File: config.mk
export PLATFORM = sky130hd
export DESIGN_NAME = uart_fifo_bridge_flat
export DESIGN_NICKNAME = d
export VERILOG_FILES = /design/src/rtl/uart_fifo_bridge_if.sv /design/src/rtl/uart_fifo_bridge.sv /design/src/flat_wrapper.sv
export SDC_FILE = /design/constraint.sdc
export NUM_CORES = 1
export LEC_CHECK = 0
export BUFFER_PORTS_ARGS = -buffer_cell sky130_fd_sc_hd__buf_4
export CORE_UTILIZATION = 55
export DETAILED_ROUTE_END_ITERATION = 7
export PLACE_DENSITY = 0.73
export SYNTH_ARGS = -nofsm -noshare
export SYNTH_HDL_FRONTEND = slang
export SYNTH_SLANG_ARGS = --single-unit
File: constraint.sdc
create_clock -name clk -period 4 [get_ports clk]
set_clock_uncertainty 0.15 [all_clocks]
set_input_delay 0.2 -clock clk [delete_from_list [all_inputs] [get_ports clk]]
set_output_delay 0.2 -clock clk [all_outputs]
set_load 0.005 [all_outputs]
File: src/rtl/uart_fifo_bridge_if.sv
// ---------------------------------------------------------------------------
// uart_fifo_bridge_if
// CPU register bus for uart_fifo_bridge.
//
// Signals:
//   io_wr    : write strobe; the access happens in every cycle it is 1
//   io_rd    : read strobe; the access happens in every cycle it is 1
//   io_addr  : register select (0 DATA, 1 STATUS, 2 CTRL, 3 reserved)
//   io_wdata : write data, qualified by io_wr
//   io_rdata : registered read data, valid the cycle after io_rd, held
//              until the next io_rd
//
// Handshake: strobe semantics with no backpressure. Each cycle with io_wr
// or io_rd high is exactly one accepted access (the bridge is always
// ready). When both strobes are high in the same cycle the read wins and
// the write is dropped.
//
// Modports: master = CPU side, slave = bridge side.
// ---------------------------------------------------------------------------
interface uart_fifo_bridge_if;
  logic        io_wr;
  logic        io_rd;
  logic [1:0]  io_addr;
  logic [7:0]  io_wdata;
  logic [31:0] io_rdata;

  modport master (
    output io_wr,
    output io_rd,
    output io_addr,
    output io_wdata,
    input  io_rdata
  );

  modport slave (
    input  io_wr,
    input  io_rd,
    input  io_addr,
    input  io_wdata,
    output io_rdata
  );
endinterface

File: src/rtl/uart_fifo_bridge.sv
// ---------------------------------------------------------------------------
// uart_fifo_bridge
// Couples a CPU register bus to a byte UART through a TX FIFO and an RX FIFO
// (DEPTH x 8 each). A TX drain FSM feeds the transmitter one byte at a time;
// an RX capture FSM acknowledges and stores received bytes.
//
// Optional feature macro: UART_FIFO_IRQ_EN (level interrupt + CTRL bit1
// tx_irq_enable). Without it irq is tied low and CTRL bit1 reads 0.
//
// Ports:
//   clk, reset      : single clock, synchronous active-high reset
//   cpu             : CPU register bus (uart_fifo_bridge_if.slave)
//   uart_wr         : one-cycle TX byte strobe
//   uart_tx_data    : TX byte, holds the last byte sent while uart_wr = 0
//   uart_busy       : transmitter busy
//   uart_rd         : one-cycle RX acknowledge
//   uart_rx_data    : received byte
//   uart_valid      : received byte pending
//   irq             : level interrupt request
//   o_dbg_tx_state  : TX FSM state (debug)
//   o_dbg_rx_state  : RX FSM state (debug)
// ---------------------------------------------------------------------------
module uart_fifo_bridge #(
  parameter int DEPTH = 16
) (
  input  logic                    clk,
  input  logic                    reset,
  uart_fifo_bridge_if.slave       cpu,
  output logic                    uart_wr,
  output logic [7:0]              uart_tx_data,
  input  logic                    uart_busy,
  output logic                    uart_rd,
  input  logic [7:0]              uart_rx_data,
  input  logic                    uart_valid,
  output logic                    irq,
  output logic [1:0]              o_dbg_tx_state,
  output logic                    o_dbg_rx_state
);

  localparam int AW = $clog2(DEPTH);
  localparam logic [AW:0] PTR_ONE = {{AW{1'b0}}, 1'b1};

  localparam logic [1:0] TX_IDLE  = 2'd0;
  localparam logic [1:0] TX_SEND  = 2'd1;
  localparam logic [1:0] TX_GUARD = 2'd2;
  localparam logic [0:0] RX_IDLE  = 1'b0;
  localparam logic [0:0] RX_ACK   = 1'b1;

  localparam logic [1:0] ADDR_DATA   = 2'd0;
  localparam logic [1:0] ADDR_STATUS = 2'd1;
  localparam logic [1:0] ADDR_CTRL   = 2'd2;

  logic [7:0]  r_tx_mem [DEPTH];
  logic [7:0]  r_rx_mem [DEPTH];
  logic [AW:0] r_tx_wptr, r_tx_rptr, r_rx_wptr, r_rx_rptr;
  logic [1:0]  r_tx_state;
  logic [0:0]  r_rx_state;
  logic [7:0]  r_tx_data;
  logic [31:0] r_rdata;
  logic        r_rx_ovf;

  logic        w_tx_empty, w_tx_full, w_rx_empty, w_rx_full;
  logic        w_cpu_wr, w_tx_push, w_tx_pop, w_rx_push, w_rx_pop;
  logic        w_rx_req, w_rx_drop, w_ovf_clr, w_tx_cz;
  logic [7:0]  w_tx_head, w_rx_head, w_status, w_ctrl_rd;
  logic [31:0] w_rd_mux;

  // Extra MSB on the pointers tells full (MSBs differ) from empty (equal).
  assign w_tx_empty = (r_tx_wptr == r_tx_rptr);
  assign w_tx_full  = (r_tx_wptr[AW] != r_tx_rptr[AW]) &&
                      (r_tx_wptr[AW-1:0] == r_tx_rptr[AW-1:0]);
  assign w_rx_empty = (r_rx_wptr == r_rx_rptr);
  assign w_rx_full  = (r_rx_wptr[AW] != r_rx_rptr[AW]) &&
                      (r_rx_wptr[AW-1:0] == r_rx_rptr[AW-1:0]);

  assign w_tx_head = r_tx_mem[r_tx_rptr[AW-1:0]];
  assign w_rx_head = r_rx_mem[r_rx_rptr[AW-1:0]];

  // A read in the same cycle suppresses the write (single shared address).
  assign w_cpu_wr  = cpu.io_wr && !cpu.io_rd;

  assign w_tx_pop  = (r_tx_state == TX_SEND) && !w_tx_empty;
  // A pop in the same cycle frees a slot, so a push into a full FIFO lands.
  assign w_tx_push = w_cpu_wr && (cpu.io_addr == ADDR_DATA) &&
                     (!w_tx_full || w_tx_pop);

  assign w_rx_pop  = cpu.io_rd && (cpu.io_addr == ADDR_DATA) && !w_rx_empty;
  assign w_rx_req  = (r_rx_state == RX_IDLE) && uart_valid && !reset;
  assign w_rx_push = w_rx_req && (!w_rx_full || w_rx_pop);
  assign w_rx_drop = w_rx_req && !w_rx_push;
  assign w_ovf_clr = w_cpu_wr && (cpu.io_addr == ADDR_CTRL) && cpu.io_wdata[0];

  // Transmitter counts as idle only when the FSM has finished its guard cycle.
  assign w_tx_cz   = w_tx_empty && !uart_busy && (r_tx_state == TX_IDLE);
  assign w_status  = {2'b00, w_tx_cz, r_rx_ovf, w_tx_full, w_tx_empty,
                      w_rx_full, w_rx_empty};

  always_comb begin
    w_rd_mux = 32'h0;
    case (cpu.io_addr)
      ADDR_DATA:   w_rd_mux = w_rx_empty ? 32'h0 : {24'h0, w_rx_head};
      ADDR_STATUS: w_rd_mux = {24'h0, w_status};
      ADDR_CTRL:   w_rd_mux = {24'h0, w_ctrl_rd};
      default:     w_rd_mux = 32'h0;
    endcase
  end

  // FIFO storage keeps its contents across reset.
  always_ff @(posedge clk) begin
    if (w_tx_push) r_tx_mem[r_tx_wptr[AW-1:0]] <= cpu.io_wdata;
    if (w_rx_push) r_rx_mem[r_rx_wptr[AW-1:0]] <= uart_rx_data;
  end

  always_ff @(posedge clk) begin
    if (reset) begin
      r_tx_wptr  <= '0;
      r_tx_rptr  <= '0;
      r_rx_wptr  <= '0;
      r_rx_rptr  <= '0;
      r_tx_state <= TX_IDLE;
      r_rx_state <= RX_IDLE;
      r_tx_data  <= 8'h00;
      r_rdata    <= 32'h0;
      r_rx_ovf   <= 1'b0;
    end else begin
      if (w_tx_push) r_tx_wptr <= r_tx_wptr + PTR_ONE;
      if (w_tx_pop)  r_tx_rptr <= r_tx_rptr + PTR_ONE;
      if (w_rx_push) r_rx_wptr <= r_rx_wptr + PTR_ONE;
      if (w_rx_pop)  r_rx_rptr <= r_rx_rptr + PTR_ONE;

      if (cpu.io_rd) r_rdata <= w_rd_mux;

      // Clear wins over a drop landing in the same cycle.
      if (w_ovf_clr)      r_rx_ovf <= 1'b0;
      else if (w_rx_drop) r_rx_ovf <= 1'b1;

      case (r_tx_state)
        TX_IDLE: begin
          if (!w_tx_empty && !uart_busy) begin
            r_tx_state <= TX_SEND;
            // Latch the head now; it stays on uart_tx_data after the pulse.
            r_tx_data  <= w_tx_head;
          end
        end
        TX_SEND:  r_tx_state <= TX_GUARD;
        // Gives the transmitter a cycle to raise uart_busy.
        TX_GUARD: r_tx_state <= TX_IDLE;
        default:  r_tx_state <= TX_IDLE;
      endcase

      case (r_rx_state)
        RX_IDLE: if (uart_valid) r_rx_state <= RX_ACK;
        RX_ACK:  r_rx_state <= RX_IDLE;
        default: r_rx_state <= RX_IDLE;
      endcase
    end
  end

`ifdef UART_FIFO_IRQ_EN
  logic r_tx_irq_en;
  logic r_irq;

  always_ff @(posedge clk) begin
    if (reset) begin
      r_tx_irq_en <= 1'b0;
      r_irq       <= 1'b0;
    end else begin
      if (w_cpu_wr && (cpu.io_addr == ADDR_CTRL)) r_tx_irq_en <= cpu.io_wdata[1];
      r_irq <= !w_rx_empty || r_rx_ovf || (w_tx_empty && r_tx_irq_en);
    end
  end

  assign w_ctrl_rd = {6'b0, r_tx_irq_en, 1'b0};
  assign irq       = r_irq;
`else
  assign w_ctrl_rd = 8'h00;
  assign irq       = 1'b0;
`endif

  assign uart_wr        = (r_tx_state == TX_SEND);
  assign uart_tx_data   = r_tx_data;
  // Mealy acknowledge: same cycle as the push, never during reset.
  assign uart_rd        = w_rx_req;
  assign cpu.io_rdata   = r_rdata;
  assign o_dbg_tx_state = r_tx_state;
  assign o_dbg_rx_state = r_rx_state[0];

endmodule

File: src/flat_wrapper.sv
// flat-port wrapper written by rule: the top's interface ports become plain ports
module uart_fifo_bridge_flat 
#(
  parameter int DEPTH = 16
)
  (clk, reset, uart_wr, uart_tx_data, uart_busy, uart_rd, uart_rx_data, uart_valid, irq, o_dbg_tx_state, o_dbg_rx_state, cpu_io_wr, cpu_io_rd, cpu_io_addr, cpu_io_wdata, cpu_io_rdata);
  uart_fifo_bridge_if cpu_i ();
  input  logic clk;
  input  logic reset;
  output logic uart_wr;
  output logic [7:0] uart_tx_data;
  input  logic uart_busy;
  output logic uart_rd;
  input  logic [7:0] uart_rx_data;
  input  logic uart_valid;
  output logic irq;
  output logic [1:0] o_dbg_tx_state;
  output logic o_dbg_rx_state;
  input wire logic [$bits(cpu_i.io_wr)-1:0] cpu_io_wr;
  input wire logic [$bits(cpu_i.io_rd)-1:0] cpu_io_rd;
  input wire logic [$bits(cpu_i.io_addr)-1:0] cpu_io_addr;
  input wire logic [$bits(cpu_i.io_wdata)-1:0] cpu_io_wdata;
  output wire logic [$bits(cpu_i.io_rdata)-1:0] cpu_io_rdata;
  assign cpu_i.io_wr = cpu_io_wr;
  assign cpu_i.io_rd = cpu_io_rd;
  assign cpu_i.io_addr = cpu_io_addr;
  assign cpu_i.io_wdata = cpu_io_wdata;
  assign cpu_io_rdata = cpu_i.io_rdata;
  uart_fifo_bridge #(.DEPTH(DEPTH)) u_core (.clk(clk), .reset(reset), .cpu(cpu_i), .uart_wr(uart_wr), .uart_tx_data(uart_tx_data), .uart_busy(uart_busy), .uart_rd(uart_rd), .uart_rx_data(uart_rx_data), .uart_valid(uart_valid), .irq(irq), .o_dbg_tx_state(o_dbg_tx_state), .o_dbg_rx_state(o_dbg_rx_state));
endmodule
Word level (Yosys, flattened, before mapping). Memories as Yosys holds them, arrays and structs flattened. A register that Yosys moved wholly into a read port is not among the register bits. Index checks and enable logic that the tools add are counted. W data, S select, Z words.

Add/subtract/negate cells: 4. Equality and inequality tests: 10. Muxes and demuxes: 12. Bitwise operators: 1. Reduce and logical (&&, ||, !) cells: 31.

Operator list (number): $pmux W32 S2 (1); $add A5 B1 Y5 const B (4); $logic_and A1 B1 Y1 (17); $eq A5 B5 Y1 (2); $eq A4 B4 Y1 (2); $logic_not A1 Y1 (8); $mux W4 (2); $mux W8 (1); $mux W1 (5); $eq A2 B1 Y1 const B (2); $logic_not A2 Y1 (2); $pmux W2 S2 (1); $eq A2 B2 Y1 const B (1); $logic_or A1 B1 Y1 (2); $mux W2 (1); $ne A1 B1 Y1 (2); $ne A2 B2 Y1 const B (1); $pmux W1 S2 (1); $reduce_and A2 Y1 (1); $reduce_or A2 Y1 (1); $not A1 Y1 (1).

Bits in registers: 56. Memory bits (writable): 256. Input bits: 24. Word-level logic and storage cells: 68. Memories: 2.

Memories: u_core.r_rx_mem (words 16, width 8, read ports 1, clocked after Yosys merged registers in 1, wr ports 1, RTL line uart_fifo_bridge.sv:54) `logic [7:0] r_rx_mem [DEPTH];`; u_core.r_tx_mem (words 16, width 8, read ports 1, clocked after Yosys merged registers in 1, wr ports 1, RTL line uart_fifo_bridge.sv:53) `logic [7:0] r_tx_mem [DEPTH];`.

Depth between registers and ports, before layout.
Word-level depth: 7. Mapped depth: 8. Depth with buffers taken out: 6.

Worst setup path after synthesis. OpenSTA, ideal clock, no wires.

Path kind: reg2reg. From: register u_core.r_tx_rptr[0]. To: memory u_core.r_tx_mem[3][0] (enable). Setup time: 0.383 ns. Data arrival time: 1.812 ns. Required time: 3.467 ns. Slack: 1.655 ns. Stages on the path, launching flop included: 7. Path through: dfxtp_1 > buf_6 > xor2_1 > nor4_4 > a31oi_4 > nand2_1 > nor3_1.

Word-level cells in the longest chain between the ends: 7. Elaborated cells between the ends (all ways): 10.

RTL lines: from (decl) (RTL line uart_fifo_bridge.sv:55) `logic [AW:0] r_tx_wptr, r_tx_rptr, r_rx_wptr, r_rx_rptr;`; from (signal assigned) (RTL line uart_fifo_bridge.sv:127) `if (w_tx_pop) r_tx_rptr <= r_tx_rptr + PTR_ONE;`; $eq A5 B5 Y1 / $eq A4 B4 Y1 (equally long branches) (RTL line uart_fifo_bridge.sv:69, uart_fifo_bridge.sv:71); $logic_not A1 Y1 / $logic_and A1 B1 Y1 (equally long branches) (RTL line uart_fifo_bridge.sv:82, uart_fifo_bridge.sv:70); $logic_and A1 B1 Y1 / $logic_not A1 Y1 (equally long branches) (RTL line uart_fifo_bridge.sv:82, uart_fifo_bridge.sv:85); $logic_or A1 B1 Y1 (*) (RTL line uart_fifo_bridge.sv:85) `(!w_tx_full || w_tx_pop);`; $logic_and A1 B1 Y1 (*) (RTL line uart_fifo_bridge.sv:84) `assign w_tx_push = w_cpu_wr && (cpu.io_addr == ADDR_DATA) &&`; $mux W1 (*) (RTL line uart_fifo_bridge.sv:110) `if (w_tx_push) r_tx_mem[r_tx_wptr[AW-1:0]] <= cpu.io_wdata;`; $mux W1 (not written as such) (*) (RTL line uart_fifo_bridge.sv:110); to (decl) (RTL line uart_fifo_bridge.sv:53).

Every way passes the cells marked *; elsewhere a longest branch is shown, timed or not.

Worst setup path after layout.
From: register u_core.r_tx_rptr[2]. To: memory u_core.r_tx_mem[0][1] (enable).

Same word-level chain as after synthesis.

==> summary by stage <==
CTS
CTS built an H-tree with a depth of 1. The clock net in this run drives a total of 300 sinks. The cell sitting at the root of the clock tree is a clkbuf_16. The maximum root-to-sink buffer count is 3. The clock edge transition at the registers on the reported setup and hold paths is 0.07 ns.

The later pin in the worst-skew pair is clocked with a latency of 0.55 ns. The number of buffers created by CTS is 30. Once the clock tree was built, the setup fixing pass inserted 0 buffers. The number of instances resized during post-cts repair is 0.

The clock tree from TritonCTS is built.

Global route
The initial antenna violation count is 0. The number of global-route vias before repair is 6311. Summed over all layers, the global routing overflow is 0. In the global route stage, overall resource usage came out at 0.2234. The first-pass GRT wire length is 36.97 mm. Entering global routing, the biggest net connects 38 pins.

Logic synthesis
The simple-gate share of the synthesized area is 0.05220. Summed over all instances, the cell type with the most area after synthesis is edfxtp_1. Counting distinct cell types in the post-synthesis netlist gives 51. During synthesis, Yosys emitted a total of 0 warnings. Sorting the synthesized cells by area gives the leading types as edfxtp_1 (63%), mux4_2 (12%), dfxtp_1 (7.3%). Of the total synthesized cell area, the portion taken by full adders, half adders and majority gates is 0.01032. Of the post-synthesis cell area, the dominant cell type holds 0.6338. By area, the combinational part of the netlist is dominated by multiplexers.

The multiplexer share of the synthesized area is 0.1464. The sequential area share after synthesis is 0.7064. For this run, asynchronously set or reset flops after synthesis account for 0. In this run the mean area of a mapped cell was 18.16 sq um. The cell area that synthesis handed to floorplanning was 12130 sq um. Synthesis inferred 300 register bits. The fraction of the mapped netlist area in compound gates is 0.03641. The post-synthesis xor/xnor area fraction is 0.01578.

In this run, synthesis inferred 256 flip-flops with an integrated enable. The commonest register cell after synthesis is edfxtp_1. The number of cells produced by synthesis is 668.

Floorplan
The full die area is 22650 sq um. 70 I/O pins were placed. The site row count is 53. The area of the core is 21350 sq um.

The vertical die dimension is 150.5 um. The effective utilization at floorplan is 0.5680. From left edge to right edge, the die measures 150.5 um.

Critical path
The endpoint required time on the critical path is 4.05 ns. The setup check on the worst reg-to-reg path leaves a slack of 1.29 ns. Along the worst path, the maximum fanout reaches 20. STA classifies the critical path endpoint as a flop. The critical path start-end classification is flop to flop. The reg-to-reg endpoint is u_core.r_tx_mem[0][1]$_DFFE_PP_. At the worst endpoint, the arrival time is 2.77 ns. The count of cells along the worst register-to-register path is 4. The startpoint identified for the worst register-to-register timing path is u_core.r_tx_rptr[2]$_SDFFE_PP0P_. The kind of launch point of the worst setup path is a flop.

Route
The detail route stage leaves a number of antenna-violating nets equal to 0. In the final routed layout, each cell accounts on average for 23.13 um. Using the TritonRoute via totals, the vias-per-cell ratio works out to 5.928. The final layout contains routed wiring with a total length of 24.08 mm. The via count is 6171. The DRC marker count from the first detailed-route iteration is 435. After detailed routing, the number of remaining DRC violations is 0.

For this run, the detailed router's first-pass iteration total came to 5.

STA
The share of the clock period used by the worst path is 0.6785. The setup TNS is 0 ns. Static timing analysis puts the maximum clock frequency at 368.5 MHz. The count of endpoints failing setup in the final report is 0. The post-route minimum period is 2.714 ns. The final count of hold timing violations came to 0. Headroom to the max-slew limit came out at 0.3380. At the pin with the least slew margin, the transition time is 0.9916 ns. Setup repair after global routing left no endpoint under its margin.

The max-slew violation count was 0.

Finish
The layout overhead on the synthesized area is 13.87%. The proportion of layout cells with a drive suffix above 1 is 0.2363. The area occupied by registers is 8571 sq um. Measured on the finished design, the core utilization comes to 0.6468. The filler cells instantiated in the layout total 1451. The final layout contains 777 nets.

0 antenna diodes ended up in the layout. The area used by multi-input combinational logic is 3261 sq um. The non-filler instance count after layout is 1041.

Power and ir drop
The total power consumption of the routed design is 6.293 mW. The power per cell area is 455.6 nW/um^2. The worst IR drop on VDD is 0.3362 mV.

Summed over all cells, the static leakage comes to 4.636 nW.

Status
The flow ran to the end, and the final reports show no timing, DRC or antenna violations.

Placement
The number of port buffers is 44. In this run, placement finished with an instance count of 962. Routability-driven placement finished with a final weighted congestion of 0.8725. Once detailed placement completed, the half-perimeter wirelength came to 16.08 mm.

Worst hold path
Along the worst hold path, the cell count comes to 6. The tightest min-delay check is of the primary input to flop type. For hold timing, the worst endpoint is u_core.r_tx_wptr[0]$_SDFFE_PP0P_. In this run the most critical hold path is launched from cpu_io_wr.

Run
The number of max-cap violations is 0.
flip-flops by register name, summed over array words and instances (netlist names), named ones only:
register               cells
u_core.o_dbg_tx_state      2
u_core.r_tx_rptr           5
u_core.cpu.io_rdata        8
u_core.r_tx_mem          128
u_core.r_rx_mem          128
u_core.r_rx_wptr           5
u_core.r_rx_ovf            1
u_core.o_dbg_rx_state      1
u_core.r_rx_rptr           5
u_core.uart_tx_data        8
u_core.r_tx_wptr           5
synthesized netlist by cell type, types with 2 or more instances:
master / n
nand4_1: 4
a211oi_1: 12
a22o_1: 8
clkbuf_1: 14
a32oi_1: 2
nor2_1: 24
buf_4: 28
nor3_1: 5
nor2b_1: 19
mux2i_1: 21
buf_2: 14
nor3b_1: 5
a21oi_1: 14
nand2_1: 11
xor2_1: 8
nand2b_1: 4
nand3_1: 2
a211o_1: 2
and2_1: 3
mux4_2: 62
mux2_2: 9
xnor2_1: 12
and3_1: 29
o21ai_0: 11
a22oi_1: 4
inv_1: 7
edfxtp_1: 256
dfxtp_1: 44
mux4_1: 2
ha_1: 10
buf_6: 2
placed cells by master (no fill, tap or decap), types with 3 or more instances in the layout:
cell type,netlist,layout
edfxtp_1,256,256
mux4_2,62,62
buf_4,28,55
dfxtp_1,44,42
clkbuf_16,0,32
and3_1,29,29
conb_1,1,25
nor2_1,24,24
dlygate4sd3_1,0,24
mux2i_1,21,21
nor2b_1,19,19
a21oi_1,14,14
xnor2_1,12,12
a211oi_1,12,12
nand2_1,11,11
o21ai_0,11,11
ha_1,10,10
mux2_2,9,9
xor2_1,8,8
a22o_1,8,8
inv_1,7,7
clkbuf_1,14,7
nor3b_1,5,5
nor3_1,5,5
clkinv_2,0,5
nand2b_1,4,4
nand4_1,4,4
a22oi_1,4,4
clkinv_1,0,4
and2_1,3,3
report_power, final:
| part | internal (mW) | switching (mW) |
|---|---|---|
| sequential | 3.41 | 0.0151 |
| clock | 1.56 | 1.12 |
| combinational | 0.0782 | 0.113 |
| total | 5.04 | 1.25 |
metrics by stage:
| stage | hold WS [ns] | setup WS (ns) | instance area, sq um |
|---|---|---|---|
| after global placement | 0.2775 | 1.377 | 12610 |
| after CTS | 0.3202 | 1.310 | 13810 |
| after floorplan | 0.1489 | 1.655 | 12220 |
| after detailed placement | 0.2839 | 1.328 | 12610 |
| after global routing | 0.3540 | 1.122 | 13810 |
| final | 0.3291 | 1.286 | 13810 |
cell families (layout without fill, tap and decap cells):
group / count (synthesis) / after routing
AO/OA/AOI/OAI: 63 / 63
XOR/XNOR: 21 / 21
adder cells (fa/ha/maj): 10 / 10
buffers and inverters: 67 / 141
flip-flops: 300 / 300
multiplexers: 95 / 95
other: 1 / 25
AND/OR/NAND/NOR: 111 / 111
worst max-delay path by stage:
stage                                                start                                to  cells past startpoint
final                     u_core.r_tx_rptr[2]$_SDFFE_PP0P_   u_core.r_tx_mem[0][1]$_DFFE_PP_                      4
after detailed placement  u_core.r_tx_rptr[2]$_SDFFE_PP0P_   u_core.r_tx_mem[0][6]$_DFFE_PP_                      4
after global placement    u_core.r_tx_rptr[2]$_SDFFE_PP0P_   u_core.r_tx_mem[3][0]$_DFFE_PP_                      6
after CTS                 u_core.r_tx_rptr[2]$_SDFFE_PP0P_   u_core.r_tx_mem[6][3]$_DFFE_PP_                      4
after global routing                                 reset  u_core.r_rx_wptr[4]$_SDFFE_PP0P_                      6
after floorplan           u_core.r_tx_rptr[0]$_SDFFE_PP0P_   u_core.r_tx_mem[3][0]$_DFFE_PP_                      6
layer usage:
layer,GRT usage,wire length (um)
met1,0.3038,9949
met2,0.3797,11950
met3,0.03242,1634
met4,0.05859,545
met5,0,0
worst max-delay path: stages (launching register included):
cell and delay [ns]:
dfxtp_1 0.77, xor2_1 0.29, nor4_4 0.10, a31oi_4 0.55
and3_1 0.50
final cells by class:
type	instances	area share
sequential	300	0.6205
multi-input combinational	325	0.2361
clock buffer	41	0.06187
timing repair buffer	79	0.04729
tap	275	0.02491
clock inverter	14	0.007428
inverter	7	0.001902
timing repair:
item / CTS / global route
hold endpoints to repair: 278 / 0
hold buffers: 24 / 0
endpoints found under the setup margin: 0 / 0
Note: power is estimated with default switching activity, not from simulation.
